File: src/rtl/fdiv_seq_if.sv
// Handshake bundle for fdiv_seq: operand request channel and result channel.
// Both channels use valid/ready: a transfer happens on a rising edge where valid and ready are both high.
interface fdiv_seq_if;
  logic        in_valid;
  logic        in_ready;
  logic [31:0] x1;
  logic [31:0] x2;
  logic        out_valid;
  logic        out_ready;
  logic [31:0] y;
  logic        ovf;

  modport master (
    output in_valid, x1, x2, out_ready,
    input  in_ready, out_valid, y, ovf
  );

  modport slave (
    input  in_valid, x1, x2, out_ready,
    output in_ready, out_valid, y, ovf
  );
endinterface

File: src/rtl/fdiv_seq.sv
// Sequential IEEE-754 single-precision divider: 26-step restoring mantissa division,
// round-to-nearest-even, denormals flushed to zero, special operands resolved at acceptance.
module fdiv_seq #(
  parameter logic [31:0] NAN_OUT = 32'h7FC00000
) (
  input  logic        clk,
  input  logic        rstn,
  fdiv_seq_if.slave   bus,
  output logic [1:0]  dbg_state
);

  typedef enum logic [1:0] {
    IDLE  = 2'd0,
    CALC  = 2'd1,
    ROUND = 2'd2,
    DONE  = 2'd3
  } state_t;

  state_t             state;
  logic               sign_r;
  logic signed [9:0]  ediff_r;
  logic [23:0]        div_r;
  logic [24:0]        rem_r;
  logic [25:0]        q_r;
  logic [4:0]         cnt_r;
  logic               in_ready_r;
  logic               out_valid_r;
  logic [31:0]        y_r;
  logic               ovf_r;

  assign bus.in_ready  = in_ready_r;
  assign bus.out_valid = out_valid_r;
  assign bus.y         = y_r;
  assign bus.ovf       = ovf_r;
  assign dbg_state     = state;

  // Operand decode straight from the inputs; only consumed on the accepting edge.
  logic [7:0]  e1, e2;
  logic [22:0] m1, m2;
  logic        z1, z2, i1, i2, n1, n2, s_in;
  logic        sp_hit;
  logic [31:0] sp_y;

  always_comb begin
    e1   = bus.x1[30:23];
    e2   = bus.x2[30:23];
    m1   = bus.x1[22:0];
    m2   = bus.x2[22:0];
    s_in = bus.x1[31] ^ bus.x2[31];
    z1   = (e1 == 8'h00);
    z2   = (e2 == 8'h00);
    i1   = (e1 == 8'hFF) && (m1 == 23'd0);
    i2   = (e2 == 8'hFF) && (m2 == 23'd0);
    n1   = (e1 == 8'hFF) && (m1 != 23'd0);
    n2   = (e2 == 8'hFF) && (m2 != 23'd0);
    sp_hit = 1'b1;
    sp_y   = 32'd0;
    if (n1 || n2 || (z1 && z2) || (i1 && i2)) begin
      sp_y = NAN_OUT;
    end else if (i1 || z2) begin
      sp_y = {s_in, 8'hFF, 23'd0};
    end else if (z1 || i2) begin
      sp_y = {s_in, 31'd0};
    end else begin
      sp_hit = 1'b0;
    end
  end

  // One restoring step: the remainder stays below twice the divisor, so 25 bits suffice.
  logic        ge;
  logic [24:0] diff;
  logic [24:0] rem_nx;
  logic [25:0] q_nx;

  always_comb begin
    ge     = (rem_r >= {1'b0, div_r});
    diff   = ge ? (rem_r - {1'b0, div_r}) : rem_r;
    rem_nx = {diff[23:0], 1'b0};
    q_nx   = {q_r[24:0], ge};
  end

  // Normalisation, rounding and range check of the finished quotient.
  logic [23:0]       mant;
  logic              guard, sticky, inc;
  logic [24:0]       mant_rnd;
  logic [23:0]       mant_f;
  logic signed [9:0] ex, ex_f;
  logic [31:0]       rnd_y;
  logic              rnd_ovf;

  always_comb begin
    if (q_r[25]) begin
      mant   = q_r[25:2];
      guard  = q_r[1];
      sticky = q_r[0] | (rem_r != 25'd0);
      ex     = ediff_r + 10'sd127;
    end else begin
      mant   = q_r[24:1];
      guard  = q_r[0];
      sticky = (rem_r != 25'd0);
      ex     = ediff_r + 10'sd126;
    end
    inc      = guard & (sticky | mant[0]);
    mant_rnd = {1'b0, mant} + {24'd0, inc};
    if (mant_rnd[24]) begin
      mant_f = 24'h800000;
      ex_f   = ex + 10'sd1;
    end else begin
      mant_f = mant_rnd[23:0];
      ex_f   = ex;
    end
    rnd_ovf = 1'b0;
    if (ex_f >= 10'sd255) begin
      rnd_y   = {sign_r, 8'hFF, 23'd0};
      rnd_ovf = 1'b1;
    end else if (ex_f <= 10'sd0) begin
      rnd_y = {sign_r, 31'd0};
    end else begin
      rnd_y = {sign_r, ex_f[7:0], mant_f[22:0]};
    end
  end

  always_ff @(posedge clk) begin
    if (!rstn) begin
      state       <= IDLE;
      in_ready_r  <= 1'b1;
      out_valid_r <= 1'b0;
      y_r         <= 32'd0;
      ovf_r       <= 1'b0;
      sign_r      <= 1'b0;
      ediff_r     <= 10'sd0;
      div_r       <= 24'd0;
      rem_r       <= 25'd0;
      q_r         <= 26'd0;
      cnt_r       <= 5'd0;
    end else begin
      case (state)
        IDLE: begin
          if (bus.in_valid && in_ready_r) begin
            sign_r     <= s_in;
            ediff_r    <= $signed({2'b00, e1}) - $signed({2'b00, e2});
            rem_r      <= {2'b01, m1};
            div_r      <= {1'b1, m2};
            q_r        <= 26'd0;
            cnt_r      <= 5'd0;
            in_ready_r <= 1'b0;
            if (sp_hit) begin
              y_r         <= sp_y;
              ovf_r       <= 1'b0;
              out_valid_r <= 1'b1;
              state       <= DONE;
            end else begin
              state <= CALC;
            end
          end
        end
        CALC: begin
          rem_r <= rem_nx;
          q_r   <= q_nx;
          cnt_r <= cnt_r + 5'd1;
          if (cnt_r == 5'd25) begin
            state <= ROUND;
          end
        end
        ROUND: begin
          y_r         <= rnd_y;
          ovf_r       <= rnd_ovf;
          out_valid_r <= 1'b1;
          state       <= DONE;
        end
        DONE: begin
          // Result is held until taken; in_ready stays low through the release edge.
          if (bus.out_ready) begin
            out_valid_r <= 1'b0;
            in_ready_r  <= 1'b1;
            state       <= IDLE;
          end
        end
        default: state <= IDLE;
      endcase
    end
  end

endmodule

File: src/flat_wrapper.sv
// flat-port wrapper written by rule: the top's interface ports become plain ports
module fdiv_seq_flat 
#(
  parameter logic [31:0] NAN_OUT = 32'h7FC00000
)
  (clk, rstn, dbg_state, bus_in_valid, bus_x1, bus_x2, bus_out_ready, bus_in_ready, bus_out_valid, bus_y, bus_ovf);
  fdiv_seq_if bus_i ();
  input  logic clk;
  input  logic rstn;
  output logic [1:0] dbg_state;
  input wire logic [$bits(bus_i.in_valid)-1:0] bus_in_valid;
  input wire logic [$bits(bus_i.x1)-1:0] bus_x1;
  input wire logic [$bits(bus_i.x2)-1:0] bus_x2;
  input wire logic [$bits(bus_i.out_ready)-1:0] bus_out_ready;
  output wire logic [$bits(bus_i.in_ready)-1:0] bus_in_ready;
  output wire logic [$bits(bus_i.out_valid)-1:0] bus_out_valid;
  output wire logic [$bits(bus_i.y)-1:0] bus_y;
  output wire logic [$bits(bus_i.ovf)-1:0] bus_ovf;
  assign bus_i.in_valid = bus_in_valid;
  assign bus_i.x1 = bus_x1;
  assign bus_i.x2 = bus_x2;
  assign bus_i.out_ready = bus_out_ready;
  assign bus_in_ready = bus_i.in_ready;
  assign bus_out_valid = bus_i.out_valid;
  assign bus_y = bus_i.y;
  assign bus_ovf = bus_i.ovf;
  fdiv_seq #(.NAN_OUT(NAN_OUT)) u_core (.clk(clk), .rstn(rstn), .bus(bus_i), .dbg_state(dbg_state));
endmodule
File: config.mk
export PLATFORM = sky130hd
export DESIGN_NAME = fdiv_seq_flat
export DESIGN_NICKNAME = d
export VERILOG_FILES = /design/src/rtl/fdiv_seq_if.sv /design/src/rtl/fdiv_seq.sv /design/src/flat_wrapper.sv
export SDC_FILE = /design/constraint.sdc
export NUM_CORES = 1
export LEC_CHECK = 0
export CORE_MARGIN = 1
export CORE_UTILIZATION = 45
export CTS_CLUSTER_DIAMETER = 60
export DETAILED_ROUTE_END_ITERATION = 16
export PLACE_DENSITY = 0.69
export SYNTH_ARGS = -nofsm -noshare
export SYNTH_HDL_FRONTEND = slang
export SYNTH_SLANG_ARGS = --single-unit
File: constraint.sdc
create_clock -name clk -period 7.75 [get_ports clk]
set_clock_uncertainty 0.05 [all_clocks]
set_input_delay 2.325 -clock clk [delete_from_list [all_inputs] [get_ports clk]]
set_output_delay 2.325 -clock clk [all_outputs]
set_load 0.02 [all_outputs]
==> run summary, run 1 <==
Data arrival, critical path: 5.14 ns
Max clock buf depth: 2
Startpoint Class: input pin
Ys flop type: dfxtp_1
Area of the core: 18700 µm²
Critical Setup Path Class: input pin to flop
Main combinational cell family by area after synthesis: compound AO/OA/AOI/OAI gates
Clock-pin slew on the worst setup and hold paths: 0.06 ns
Nets: 1281
Setup_tns: 0 ns
Layout area overhead: 20.2%
CTS buffer count: 17
Clk sinks: 127
Placer Congestion: 0.934
Post-Route WL: 23200 µm
VDD IR max: 0.320 mV
Global route total overflow: 0
CTS resizes: 0
Dpl ws: 2.41 ns
Largest net degree at the start of global routing: 73
Max cap viols: 0
Post-Synth Simple-Gate Area: 0.223
Root Buffer: clkbuf_16
Final Cycle Share: 0.630
Class of the worst hold path: flop to flop
Pre-Repair DR Iteration Count: 5
H-tree levels: 4
Avg Inst Size Synth: 7.75 µm²
Final ANT Viol Nets: 0
Pwr Density: 393 nW/µm²
Ys async rst share: 0
Clock Latency Late Sink: 0.42 ns
Post-synthesis compound-gate area fraction: 0.257
Least-Margin Pin Slew: 1.03 ns
Syn. warnings: 0
Adder-Cell Fraction of Synth Area: 0.0675
DRC: 0
Cells after synthesis: 1105
Period minus WS final: 4.88 ns
Antenna violations before repair: 0
Vias in the first global route: 7794
Number of buffers added for setup after CTS: 0
Vias per inst: 5.89
Area of the multi-input gates: 5510 µm²
Mux cell area share after synthesis: 0.0392
Highest Clock Rate: 0.205 GHz
Die height: 140 µm
IO Pins: 105
Final hold violation count: 0
Crit Path Max Fanout: 4
Max-slew headroom: 0.309
FP Rows: 50
Number of diodes: 0
Reg area: 2540 µm²
Final setup vio count: 0
Leak pwr: 0.00377 µW
Worst Setup End Kind: flop
Wire per inst: 16.4 µm
Post-DP HPWL: 17000 µm
Most frequent cells in the layout: 126 x dfxtp_1, 115 x nand2_1, 104 x clkdlybuf4s50_1
CTS hold repair buffers: 0
XOR/XNOR Fraction of Synth Area: 0.0550
Slew Limit Fails: 0
Initial cell density of the core: 0.458
Post-synth net total: 1218
Post-synth EDFFs: 0
Status: finished clean
Commonest non-fill, non-tap cell in the layout: dfxtp_1
Iter 0 DRT Violations: 695
TritonCTS clock tree: done
Die width: 140 µm
Synthesized area: 8560 µm²
Share of cells above drive strength 1: 0.0559
Final WS setup: 2.87 ns
Fill cell count: 1736
Die area: 19600 µm²
PortBufs: 104
Sequential area share after synthesis: 0.297
Global-route wire length before repair: 38600 µm
Yosys cell types: 74
Total GRT Usage: 0.243
Vias: 8339
RSZ-0062 raised after global routing: false
Critical Path RT: 8.01 ns
#FFs+latches synth: 127
[flip-flops by register name, indices dropped and copies added, names as in the netlist]
| signal | flops |
|---|---|
| u_core.bus.in_ready | 1 |
| u_core.bus.out_valid | 1 |
| u_core.rem_r | 25 |
| u_core.ediff_r | 9 |
| u_core.dbg_state | 2 |
| u_core.sign_r | 1 |
| u_core.bus.ovf | 1 |
| u_core.cnt_r | 5 |
| u_core.bus.y | 32 |
| u_core.div_r | 24 |
| u_core.q_r | 26 |
[logic make-up (layout without fill, tap and decap cells)]
kind of cell / count (synthesis) / count (layout)
adders and majority gates: 45 / 45
AOI/OAI and AO/OA: 326 / 326
buffers and inverters: 134 / 210
DFF: 127 / 127
and+or+nand+nor: 390 / 390
muxes: 33 / 33
xor gates and xnor gates: 50 / 50
[metal layers]
metal  vias to the layer above  share of wire  track usage
met4                         0          0.024       0.0885
met1                      3858           0.45        0.319
met5                         -              0            0
met2                       282           0.46        0.395
met3                        45          0.058       0.0485
li1                       4154              -            -
[Yosys cell counts (4+ instances only)]
cell	count	area, µm²
and2_1	7	43.8
a22o_1	22	193
nor2b_1	21	131
o21bai_1	6	45.0
o21ai_0	43	215
mux2i_1	29	290
nor3_1	18	90.1
o22ai_1	11	68.8
nand2_1	115	432
o21a_1	6	45.0
o221a_1	6	67.6
a21o_1	13	97.6
buf_2	5	25.0
o31ai_1	6	45.0
buf_1	6	22.5
clkbuf_1	56	210
dfxtp_1	127	2540
or3_1	5	31.3
nand4_1	27	169
o211ai_1	18	135
and3_1	7	43.8
nor4b_1	5	43.8
inv_1	62	233
xor2_1	19	166
nor4_1	25	156
a211oi_1	25	188
mux2_2	4	45.0
xnor2_1	29	254
nor2_1	100	375
nand3_1	34	170
ha_1	43	538
a22oi_1	34	255
nand2b_1	10	62.6
a21oi_1	93	465
a31oi_1	8	50.1
[final cells by class]
type,count,area share
clock buffers,17,0.0413
clock inverters,15,0.0162
inverters,64,0.0233
multi-input cells,844,0.535
flip-flops and latches,127,0.247
well taps,234,0.0284
repair buffers,114,0.108
[path summary, 6_finish.rpt]
kind                                 startpoint                to  slack [ns]  depth (start not counted)
worst min-delay path            u_core.div_r[5]   u_core.div_r[5]        0.40                          2
worst min register to register  u_core.div_r[5]   u_core.div_r[5]        0.40                          2
worst max-delay path                  bus_x2[0]  u_core.bus.y[29]        2.87                          7
worst max register to register   u_core.q_r[25]  u_core.bus.y[19]        3.06                         11
[worst max-delay path: stages]
cell and delay, ns:
clkdlybuf4s50_1 0.43, nor4_1 0.89, nand4_1 0.45, o21ai_0 0.28, a31oi_1 0.17, or2_2 0.34, o221a_2 0.25
[report_power, final]
group | switching [µW] | internal (µW) | total [µW]
logic | 1400 | 950 | 2350
registers | 134 | 772 | 906
clock network | 319 | 476 | 795
[per-stage QoR]
| step | cells | hold slack [ns] | area [µm²] | power [µW] | utilization |
|---|---|---|---|---|---|
| final | 1415 | 0.403 | 10300 | 4050 | 0.550 |
| after global routing | 1415 | 0.423 | 10300 | 4360 | 0.550 |
| after CTS | 1415 | 0.406 | 10300 | 4030 | 0.550 |
| after detailed placement | 1383 | 0.399 | 9700 | 3210 | 0.519 |
| after global placement | 1383 | 0.392 | 9700 | 3190 | 0.519 |
| after floorplan | 1105 | 0.385 | 8560 | 2660 | - |
(Power assumes the default switching activity.)
==> inputs of run 2 (changes only) <==
Settings changed: PLACE_DENSITY 0.69 to 0.71.
Clock period 7.75 ns to 4.3 ns, I/O delays scaled along.
==> run 2 against run 1 <==
Net effect:
- sequential power increased by 79%
- largest cell class unchanged
- register-to-register slack lost 2.7 ns
- first-iteration DRC count grew 2.7%
- critical path depth rose by 2
- largest power group unchanged
- sequential share of layout area is 0.27 points lower
- core utilization is 0.62 points higher
==> run summary, run 2 (synthesis gave the netlist of run 1 again) <==
Status: finished clean (unchanged)
Die width: 140 µm (unchanged)
Clk network pwr share: 0.194 (was 0.196)
Pwr Density: 713 nW/µm² (was 393 nW/µm²)
Root Buffer: clkbuf_16 (unchanged)
Vias in the first global route: 7805 (was 7794)
Setup_tns: 0 ns (unchanged)
Initial cell density of the core: 0.458 (unchanged)
Largest register FFs: 32 (unchanged)
Worst reg2reg setup slack: 0.34 ns (was 3.06 ns)
IO Pins: 105 (unchanged)
Max clock buf depth: 2 (unchanged)
Critical Setup Path Class: flop to flop (was input pin to flop)
Post-DP HPWL: 17700 µm (was 17000 µm)
Crit path cell chain: buf_12 > nor2b_1 > or4b_4 > a2111o_1 > or4b_4 > xnor2_4 > o41ai_2 > nor3_4 > a22o_1 (was clkdlybuf4s50_1 > nor4_1 > nand4_1 > o21ai_0 > a31oi_1 > or2_2 > o221a_2)
Crit Reg-Reg Endpoint: u_core.bus.y[1] (was u_core.bus.y[19])
R2R depth: 9 (was 11)
CP max stage delay: 0.79 ns (was 0.89 ns)
Path length in cells of the critical path: 9 (was 7)
Crit Path Max Fanout: 57 (was 4)
Nets: 1295 (was 1281)
Finished Core Util: 0.556 (was 0.550)
Worst Setup SP: u_core.q_r[25] (was bus_x2[0])
H-tree levels: 4 (unchanged)
Period minus WS final: 3.96 ns
Highest Clock Rate: 0.253 GHz
Die height: 140 µm (unchanged)
Largest net degree at the start of global routing: 58 (was 73)
Worst Setup End Kind: flop (unchanged)
RSZ-0062 raised after global routing: false (unchanged)
Int Pwr: 4130 µW (was 2200 µW)
Sw power: 3280 µW (was 1850 µW)
Vias: 8352 (was 8339)
Most frequent cells in the layout: 126 x dfxtp_1, 115 x nand2_1, 104 x clkdlybuf4s50_1 (unchanged)
Class of the worst hold path: flop to flop (unchanged)
Final hold violation count: 0 (unchanged)
TritonCTS clock tree: done (unchanged)
Placer Congestion: 0.913 (was 0.934)
Commonest non-fill, non-tap cell in the layout: dfxtp_1 (unchanged)
Data arrival, critical path: 4.27 ns (was 5.14 ns)
Max cap viols: 0 (unchanged)
Buffers & Inverters on Critical Path: 1 (unchanged)
Antenna violations before repair: 0 (unchanged)
Area of the core: 18700 µm² (unchanged)
Total GRT Usage: 0.248 (was 0.243)
Slew Limit Fails: 0 (unchanged)
Share of cells above drive strength 1: 0.0621 (was 0.0559)
Critical Path RT: 4.61 ns (was 8.01 ns)
Final setup vio count: 0 (unchanged)
Pre-Repair DR Iteration Count: 9 (was 5)
Largest delay share family, worst path: simple AND/OR/NAND/NOR gates (unchanged)
Fill cell count: 1733 (was 1736)
DRC: 0 (unchanged)
Critical path's slowest cell: nor3_4 (was nor4_1)
Iter 0 DRT Violations: 714 (was 695)
Sequential power share: 0.219 (was 0.224)
VDD IR max: 0.416 mV (was 0.320 mV)
Clk sinks: 127 (unchanged)
Critical path endpoint: u_core.bus.y[1] (was u_core.bus.y[29])
CTS hold repair buffers: 0 (unchanged)
PortBufs: 104 (unchanged)
Final Cycle Share: 0.921
Reg-to-reg startpoint: u_core.q_r[25] (unchanged)
Max-slew headroom: 0.384 (was 0.309)
Clock Latency Late Sink: 0.42 ns (about the same)
Layout area overhead: 21.6% (was 20.2%)
Global-route wire length before repair: 39100 µm (was 38600 µm)
FP Rows: 50 (unchanged)
Share of power burned in combinational logic: 0.587 (was 0.580)
CTS buffer count: 17 (unchanged)
Clock-pin slew on the worst setup and hold paths: 0.05 ns (was 0.06 ns)
Vias per inst: 5.86 (was 5.89)
CTS resizes: 0 (unchanged)
Number of buffers added for setup after CTS: 0 (unchanged)
Number of diodes: 0 (unchanged)
Leak pwr: 0.00386 µW (was 0.00377 µW)
Post-Route WL: 23900 µm (was 23200 µm)
Final ANT Viol Nets: 0 (unchanged)
CP most frequent cell: or4b_4
Sw frac: 0.443 (was 0.457)
Die area: 19600 µm² (unchanged)
Startpoint Class: flop (was input pin)
Global route total overflow: 0 (unchanged)
Least-Margin Pin Slew: 0.921 ns (was 1.03 ns)
Wire per inst: 16.8 µm (was 16.4 µm)
## run 2: cell types whose count changed in the layout (fill, tap and decap cells not counted), sizes merged
cell / previous run / this run
clkinvlp: 6 / 1
bufinv: 2 / 3
buf: 10 / 24
clkbuf: 17 / 22
clkinv: 6 / 3
inv: 65 / 64
## run 2: final cells by class
class / count / area (µm²) / area share
Tap cell: 234 / 293 / 0.0281
Clock inverter: 7 / 113 / 0.0108
Clock buffer: 22 / 464 / 0.0446
Sequential cell: 127 / 2540 / 0.244
Inverter: 64 / 240 / 0.0231
Multi-Input combinational cell: 844 / 5510 / 0.529
Timing Repair Buffer: 128 / 1250 / 0.120
## run 2: stage by stage
step                      setup WS, ns  hold slack, ns  cells  instance area, µm²  total power [µW]
after detailed placement         0.146           0.398   1397                9830              5920
after floorplan                 0.0797           0.385   1105                8570              4800
after CTS                        0.345           0.406   1426               10400              7400
after global placement          0.0856           0.393   1397                9830              5900
final                            0.341           0.402   1426               10400              7420
after global routing            0.0258           0.415   1426               10400              7950
## run 2: how the worst min path moves through the flow
stage	start	endpoint	slack (ns)	depth (start not counted)
after floorplan	u_core.div_r[23]	u_core.div_r[23]	0.39	2
after detailed placement	u_core.div_r[12]	u_core.div_r[12]	0.40	2
final	u_core.div_r[10]	u_core.div_r[10]	0.40	2
after CTS	u_core.div_r[12]	u_core.div_r[12]	0.41	2
after global routing	u_core.div_r[5]	u_core.div_r[5]	0.41	2
after global placement	u_core.div_r[14]	u_core.div_r[14]	0.39	2
## run 2: power groups by stage
stage	Combinational [µW]	Clock, µW	Sequential (µW)
6_report	4350	1440	1620
5_1_grt	4790	1510	1650
4_1_cts	4320	1460	1620
3_5_place_dp	4280	0	1640
3_3_place_gp	4260	0	1640
2_1_floorplan	3210	0	1590
## run 2: worst reg2reg max path: cells and delay by family (launching register included)
| family | cells | cell delay, ns |
|---|---|---|
| DFF | 1 | 0.40 |
| and+or+nand+nor | 4 | 2.10 |
| xor gates and xnor gates | 1 | 0.20 |
| buffers and inverters | 1 | 0.25 |
| AOI/OAI and AO/OA | 3 | 0.91 |
## run 2: routing by layer
layer | GRT usage | wire [µm] | share of wire | up-vias
met5 | 0 | 0 | 0 | -
met4 | 0.102 | 638 | 0.027 | 0
met3 | 0.0441 | 1440 | 0.060 | 44
met2 | 0.412 | 11300 | 0.47 | 261
met1 | 0.317 | 10500 | 0.44 | 3869
li1 | - | - | - | 4178
